[src/rtl/fir_lowpass_filter_if.sv]
// Sample stream bundle for the FIR: input sample in, full-precision filter sum out.
interface fir_lowpass_filter_if #(
  parameter int DATA_WIDTH = 16,
  parameter int OUT_WIDTH  = 32
);
  logic signed [DATA_WIDTH-1:0] data_in;
  logic signed [OUT_WIDTH-1:0]  data_out;

  modport master (output data_in, input data_out);
  modport slave  (input data_in, output data_out);
endinterface

[src/rtl/fir_lowpass_filter.sv]
// 16-tap symmetric lowpass FIR, one sample per clock, exact Q1.15 sum of products.
// Output is registered; a sample's h[k] term shows on data_out k+1 edges after capture.
module fir_lowpass_filter #(
  parameter int DATA_WIDTH = 16,
  parameter int OUT_WIDTH  = 32
) (
  input logic                  clk,
  input logic                  rst,
  fir_lowpass_filter_if.slave  bus
);

  localparam int NUM_TAPS   = 16;
  localparam int COEF_WIDTH = 16;
  localparam int NUM_HALF   = NUM_TAPS / 2;
  localparam int PRE_WIDTH  = DATA_WIDTH + 1;

  // First half of the impulse response; the second half mirrors it.
  localparam logic signed [COEF_WIDTH-1:0] COEF [NUM_HALF] = '{
    -16'sd120, -16'sd280, -16'sd310, 16'sd0,
    16'sd820, 16'sd2150, 16'sd3600, 16'sd4600
  };

  logic signed [DATA_WIDTH-1:0] r_taps [NUM_TAPS];
  logic signed [OUT_WIDTH-1:0]  r_data_out;

  logic signed [PRE_WIDTH-1:0]  w_pre  [NUM_HALF];
  logic signed [OUT_WIDTH-1:0]  w_prod [NUM_HALF];
  logic signed [OUT_WIDTH-1:0]  w_sum;

  // Pre-add mirrored taps, then one multiply per coefficient pair.
  always_comb begin
    w_sum = '0;
    for (int k = 0; k < NUM_HALF; k++) begin
      w_pre[k]  = PRE_WIDTH'(r_taps[k]) + PRE_WIDTH'(r_taps[NUM_TAPS-1-k]);
      w_prod[k] = OUT_WIDTH'(w_pre[k]) * OUT_WIDTH'(COEF[k]);
      w_sum     = w_sum + w_prod[k];
    end
  end

  always_ff @(posedge clk or negedge rst) begin
    if (!rst) begin
      for (int k = 0; k < NUM_TAPS; k++) begin
        r_taps[k] <= '0;
      end
      r_data_out <= '0;
    end else begin
      r_taps[0] <= bus.data_in;
      for (int k = 1; k < NUM_TAPS; k++) begin
        r_taps[k] <= r_taps[k-1];
      end
      r_data_out <= w_sum;
    end
  end

  assign bus.data_out = r_data_out;

endmodule

[src/flat_wrapper.sv]
// flat-port wrapper written by rule: the top's interface ports become plain ports
module fir_lowpass_filter_flat 
#(
  parameter int DATA_WIDTH = 16,
  parameter int OUT_WIDTH  = 32
)
  (clk, rst, bus_data_in, bus_data_out);
  fir_lowpass_filter_if #(.DATA_WIDTH(DATA_WIDTH), .OUT_WIDTH(OUT_WIDTH)) bus_i ();
  input logic clk;
  input logic rst;
  input wire logic [$bits(bus_i.data_in)-1:0] bus_data_in;
  output wire logic [$bits(bus_i.data_out)-1:0] bus_data_out;
  assign bus_i.data_in = bus_data_in;
  assign bus_data_out = bus_i.data_out;
  fir_lowpass_filter #(.DATA_WIDTH(DATA_WIDTH), .OUT_WIDTH(OUT_WIDTH)) u_core (.clk(clk), .rst(rst), .bus(bus_i));
endmodule
[config.mk]
export PLATFORM = sky130hd
export DESIGN_NAME = fir_lowpass_filter_flat
export DESIGN_NICKNAME = d
export VERILOG_FILES = /design/src/rtl/fir_lowpass_filter_if.sv /design/src/rtl/fir_lowpass_filter.sv /design/src/flat_wrapper.sv
export SDC_FILE = /design/constraint.sdc
export NUM_CORES = 2
export LEC_CHECK = 0
export ABC_AREA = 1
export BUFFER_PORTS_ARGS = -buffer_cell sky130_fd_sc_hd__buf_2
export CAP_MARGIN = 20
export CORE_MARGIN = 5
export CORE_UTILIZATION = 25
export CTS_BUF_LIST = sky130_fd_sc_hd__clkbuf_16
export DETAILED_ROUTE_END_ITERATION = 12
export PLACE_DENSITY = 0.39
export SLEW_MARGIN = 25
export SYNTH_ARGS = -nofsm -noshare
export SYNTH_HDL_FRONTEND = slang
export SYNTH_SLANG_ARGS = --single-unit
[constraint.sdc]
create_clock -name clk -period 8.7 [get_ports clk]
set_input_delay 1.74 -clock clk [delete_from_list [all_inputs] [get_ports clk]]
set_output_delay 1.74 -clock clk [all_outputs]
set_load 0.03 [all_outputs]
# After elaboration in Yosys (flattened, before gate mapping)
# Cells that the tools add are included.
dict set report totals {
  inputBits 18
  regBits 288
  elab_cells 37
}
dict set report classes {
  add_sub_neg 13
  mul 7
}
# op n
set ops {}
lappend ops {{adder 32 bit} 6}
lappend ops {{adder 16 x 16 -> 17 bit} 7}
lappend ops {{multiplier 17 x 9 -> 26 bit, second input constant} 3}
lappend ops {{multiplier 17 x 12 -> 29 bit, second input constant} 1}
lappend ops {{multiplier 17 x 11 -> 28 bit, second input constant} 1}
lappend ops {{multiplier 17 x 7 -> 24 bit, second input constant} 1}
lappend ops {{multiplier 17 x 5 -> 22 bit, second input constant} 1}

# Longest topological paths before layout
dict set report depth {
  depth_word 8
  mapped_depth 51
}

# Worst setup path before layout
# OpenSTA, ideal clock, no wires.
dict set report synth_path {
  kind {flip-flop to flip-flop}
  start {reg u_core.r_taps[112] (netlist bit)}
  end {reg u_core.r_data_out[31], in the netlist u_core.bus.data_out[31]}
  period_less_slack_ps 8917
  t_required_ps 8583
  setup_time_ps 117
  setup_slack_ps -217
  path_buffers 0
  stages_incl_launch_ff 43
  t_arrival_ps 8800
  cell_sequence {dfrtp_1 > ha_1 > inv_1 > fa_1 > inv_1 > nand3_1 > nand2_1 > a21oi_2 > o21ai_4 > a21oi_2 > o21bai_1 > xor2_1 > ha_1 > ha_1 > fa_1 > fa_1 > inv_1 > fa_1 > [... 7 more ...] > nand3_1 > nand3_1 > nand3_1 > xor2_1 > fa_1 > fa_1 > inv_1 > fa_1 > inv_1 > fa_1 > inv_1 > ha_1 > nand2_1 > nor3_1 > nand4_1 > o211ai_1 > nand3b_1 > nand2_1}
}
dict set report synth_via {
  elab_chain_cells 3
}
# element line_no
set synth_rtl {}
lappend synth_rtl {{start, declared} fir_lowpass_filter.sv:23} ;# logic signed [DATA_WIDTH-1:0] r_taps [NUM_TAPS];
lappend synth_rtl {{start signal, assigned by index} fir_lowpass_filter.sv:49} ;# r_taps[k] <= r_taps[k-1];
lappend synth_rtl {{adder 16 x 16 -> 17 bit} fir_lowpass_filter.sv:34} ;# w_pre[k] = PRE_WIDTH'(r_taps[k]) + PRE_WIDTH'(r_taps[NUM_TAPS-1-k]);
lappend synth_rtl {{multiplier 17 x 11 -> 28 bit} fir_lowpass_filter.sv:35} ;# w_prod[k] = OUT_WIDTH'(w_pre[k]) * OUT_WIDTH'(COEF[k]);
lappend synth_rtl {{adder 32 bit} fir_lowpass_filter.sv:36} ;# w_sum = w_sum + w_prod[k];
lappend synth_rtl {{via u_core.w_sum[31]} fir_lowpass_filter.sv:28} ;# logic signed [OUT_WIDTH-1:0] w_sum;
lappend synth_rtl {{end signal, assigned} fir_lowpass_filter.sv:51} ;# r_data_out <= w_sum;
lappend synth_rtl {{end, declared} fir_lowpass_filter.sv:24} ;# logic signed [OUT_WIDTH-1:0] r_data_out;
# The timed path passes the listed nets, and every way through them passes these cells.

# Final worst setup path
# Ends and elaborated chain as after synthesis.

==> metrics.txt <==
status=complete, but fails checks; failing checks=setup timing; final worst-path cycle share=103%; met2 GRT Util=25.3%; max-slew violations=0; Starting Density=25.0%; Synth top area share=22.9%; first-pass GRT wire length=192000 um; Startpoint Class=flip-flop; std cell rows=142; # hold bufs at CTS=0; worst setup margin=-270 ps; Clock Tree Buf Depth=3; die area=0.157 sq mm; Multi-input gate area=0.0303 sq mm; Max Fclk=111 MHz; met3 Resource Use GR=1.57%; CTS Sinks=287; register bit total from synthesis=287; crit path max fanout=4; per-instance average area after synthesis=9.03 sq um; total of max-cap violations=0; Slowest cell on crit path=fa_2; Setup TNS=-1650 ps; GPL Wtd Cong=0.813; critical path data required time=9210 ps; H-tree depth=2; fin crit period=8970 ps; area grow syn2layout=42.2%; IO Pins=50; hpwl dp=108000 um; routing usage on met1=23.4%; cell area after layout=0.0532 sq mm; area post-placement=0.0478 sq mm; Seq/Total Area, Yosys=19.2%; synth unique cells=55; final setup vio count=11; via count=30573; WP data arrival=9480 ps; Core Region=0.149 sq mm; synth top area cells=ha_1 23%, fa_1 22%, dfrtp_1 19%; die height=397 um; Port-buffer cells=48; most frequent cells in the layout=1041 x buf_4, 842 x inv_1, 564 x ha_1; Rel. slew slack=28.1%; synth warn=0; via/cell ratio=4.20; Synth Net Count=5255; drt drc=0; clk_lat worst skew=610 ps; critical path endpoint category=flip-flop; CTS root buf=clkbuf_16; mean routed wirelength per cell=16.9 um; commonest non-fill, non-tap cell in the layout=buf_4; gr usage total=15.7%; Worst-path clk slew=60 ps; FFs w/ async S/R, synth=100%; fill count=15464; Critical Path Max Stage Delay=580 ps; Post-Synthesis Cells=4140; worst hold slack=344 ps; Top FF cell, synth=dfrtp_1; DRT iter0 DRCs=1192; largest net degree at the start of global routing=155; post-route ant nets=0; Mapped Area=0.0374 sq mm; ratio of cells with drive above 1 in the final layout=33.2%; CTS tree=done; worst hold-check path type=flip-flop to flip-flop; TritonCTS buffer count=37; final wirelength=123000 um; RSZ-0062 raised after global routing=yes; Post-synth EDFFs=0; grt peak-use layer=met2; FF+latch area=0.00719 sq mm; worst-margin pin slew=1080 ps; Pre-antenna DRT Iters=5; grt ovf=0; Final Hold Fails=0; antenna violations before repair=3; vias in the first global route=32351; critical path class=flip-flop to flip-flop; clk_skew=36.3 ps; post-synth top area cell=ha_1; Layout Nets=6420; Die X-Extent=397 um
## cell families (layout without fill, tap and decap cells)
logic type               count (synthesis)  count (layout)  synth area share (%)
adder cells (fa/ha/maj)               1097            1097                  45.0
AND/OR/NAND/NOR                       1034            1034                  11.6
buffers and inverters                  907            2101                  9.17
AO/OA/AOI/OAI                          521             521                  7.97
XOR/XNOR                               291             291                  6.99
flip-flops                             287             287                  19.2
multiplexers                             2               2                0.0569
other                                    1               4                0.0100
## cells in the mapped netlist, types with 4 or more instances
cell / count
o21ai_1: 14
o211ai_1: 6
xor2_2: 4
o21ai_0: 107
dfrtp_1: 287
nand3_1: 144
or2_1: 4
o21bai_1: 33
xor2_1: 191
nand2_2: 12
nand2_1: 623
fa_1: 412
inv_1: 896
nor2_1: 158
o21ai_2: 4
and2_1: 6
inv_2: 4
ha_1: 685
a31o_2: 8
o31ai_1: 7
nor4_1: 4
and3_1: 5
nand3b_1: 9
nand2_4: 4
xnor2_1: 93
a21oi_2: 5
a21boi_0: 6
a31oi_1: 22
nor3_1: 33
o21a_1: 5
a21o_1: 25
nand4_1: 26
a21oi_1: 265
a211oi_1: 4
## critical path, delay by kind of cell (launching register included)
kind | cells | cell delay, ps
compound gates | 7 | 920
xor+xnor | 2 | 320
fa+ha+maj | 13 | 4930
buf+inv | 13 | 1210
flops | 1 | 350
simple gates | 14 | 1160
## layout make-up
class | instances | share of cell area (%)
well taps | 1944 | 4.58
inverters | 900 | 6.35
multi-input cells | 2946 | 57.0
diodes | 3 | 0.0141
repair buffers | 1133 | 16.3
clock buffers | 38 | 1.79
clock inverters | 30 | 0.466
flip-flops and latches | 287 | 13.5
## registers in the layout (all words and copies together) (netlist names)
register             cells
u_core.bus.data_out     31
u_core.r_taps          256
## repair_timing
| item | CTS | global route |
|---|---|---|
| setup buffers | 51 | 39 |
| endpoints found under the hold margin | 0 | 0 |
| endpoints found under the setup margin | 20 | 22 |
| resized for setup | 353 | 338 |
| pin swaps | 179 | 160 |
## routing by layer
metal | share of wire, % | vias up
li1 | - | 15436
met3 | 2.7 | 67
met1 | 52 | 14820
met2 | 45 | 250
met5 | 0 | -
met4 | 1.0 | 0
## metrics by stage
stage / worst slack (ps) / instances / utilization, %
after CTS: -253 / 7247 / 34.4
final: -270 / 7281 / 35.6
after floorplan: 9.76 / 4140 / -
after detailed placement: -1010 / 7131 / 32.0
after global routing: -721 / 7278 / 35.6
after global placement: -1070 / 7131 / 32.0
## final timing paths
path | to | cells after the start | slack, ps | start
worst max-delay path | u_core.bus.data_out[31]$_DFF_PN0_ | 49 | -270 | u_core.r_taps[112]$_DFF_PN0_
worst min-delay path | u_core.r_taps[178]$_DFF_PN0_ | 0 | 340 | u_core.r_taps[194]$_DFF_PN0_
worst max register to register | u_core.bus.data_out[31]$_DFF_PN0_ | 49 | -270 | u_core.r_taps[112]$_DFF_PN0_
max in group asynchronous | u_core.r_taps[122]$_DFF_PN0_ | 2 | 6130 | rst
min in group asynchronous | u_core.bus.data_out[10]$_DFF_PN0_ | 1 | 1100 | rst
worst min register to register | u_core.r_taps[178]$_DFF_PN0_ | 0 | 340 | u_core.r_taps[194]$_DFF_PN0_
Power is not shown: default switching activity piles up to over one toggle a cycle in this logic, so the estimate is an artifact.
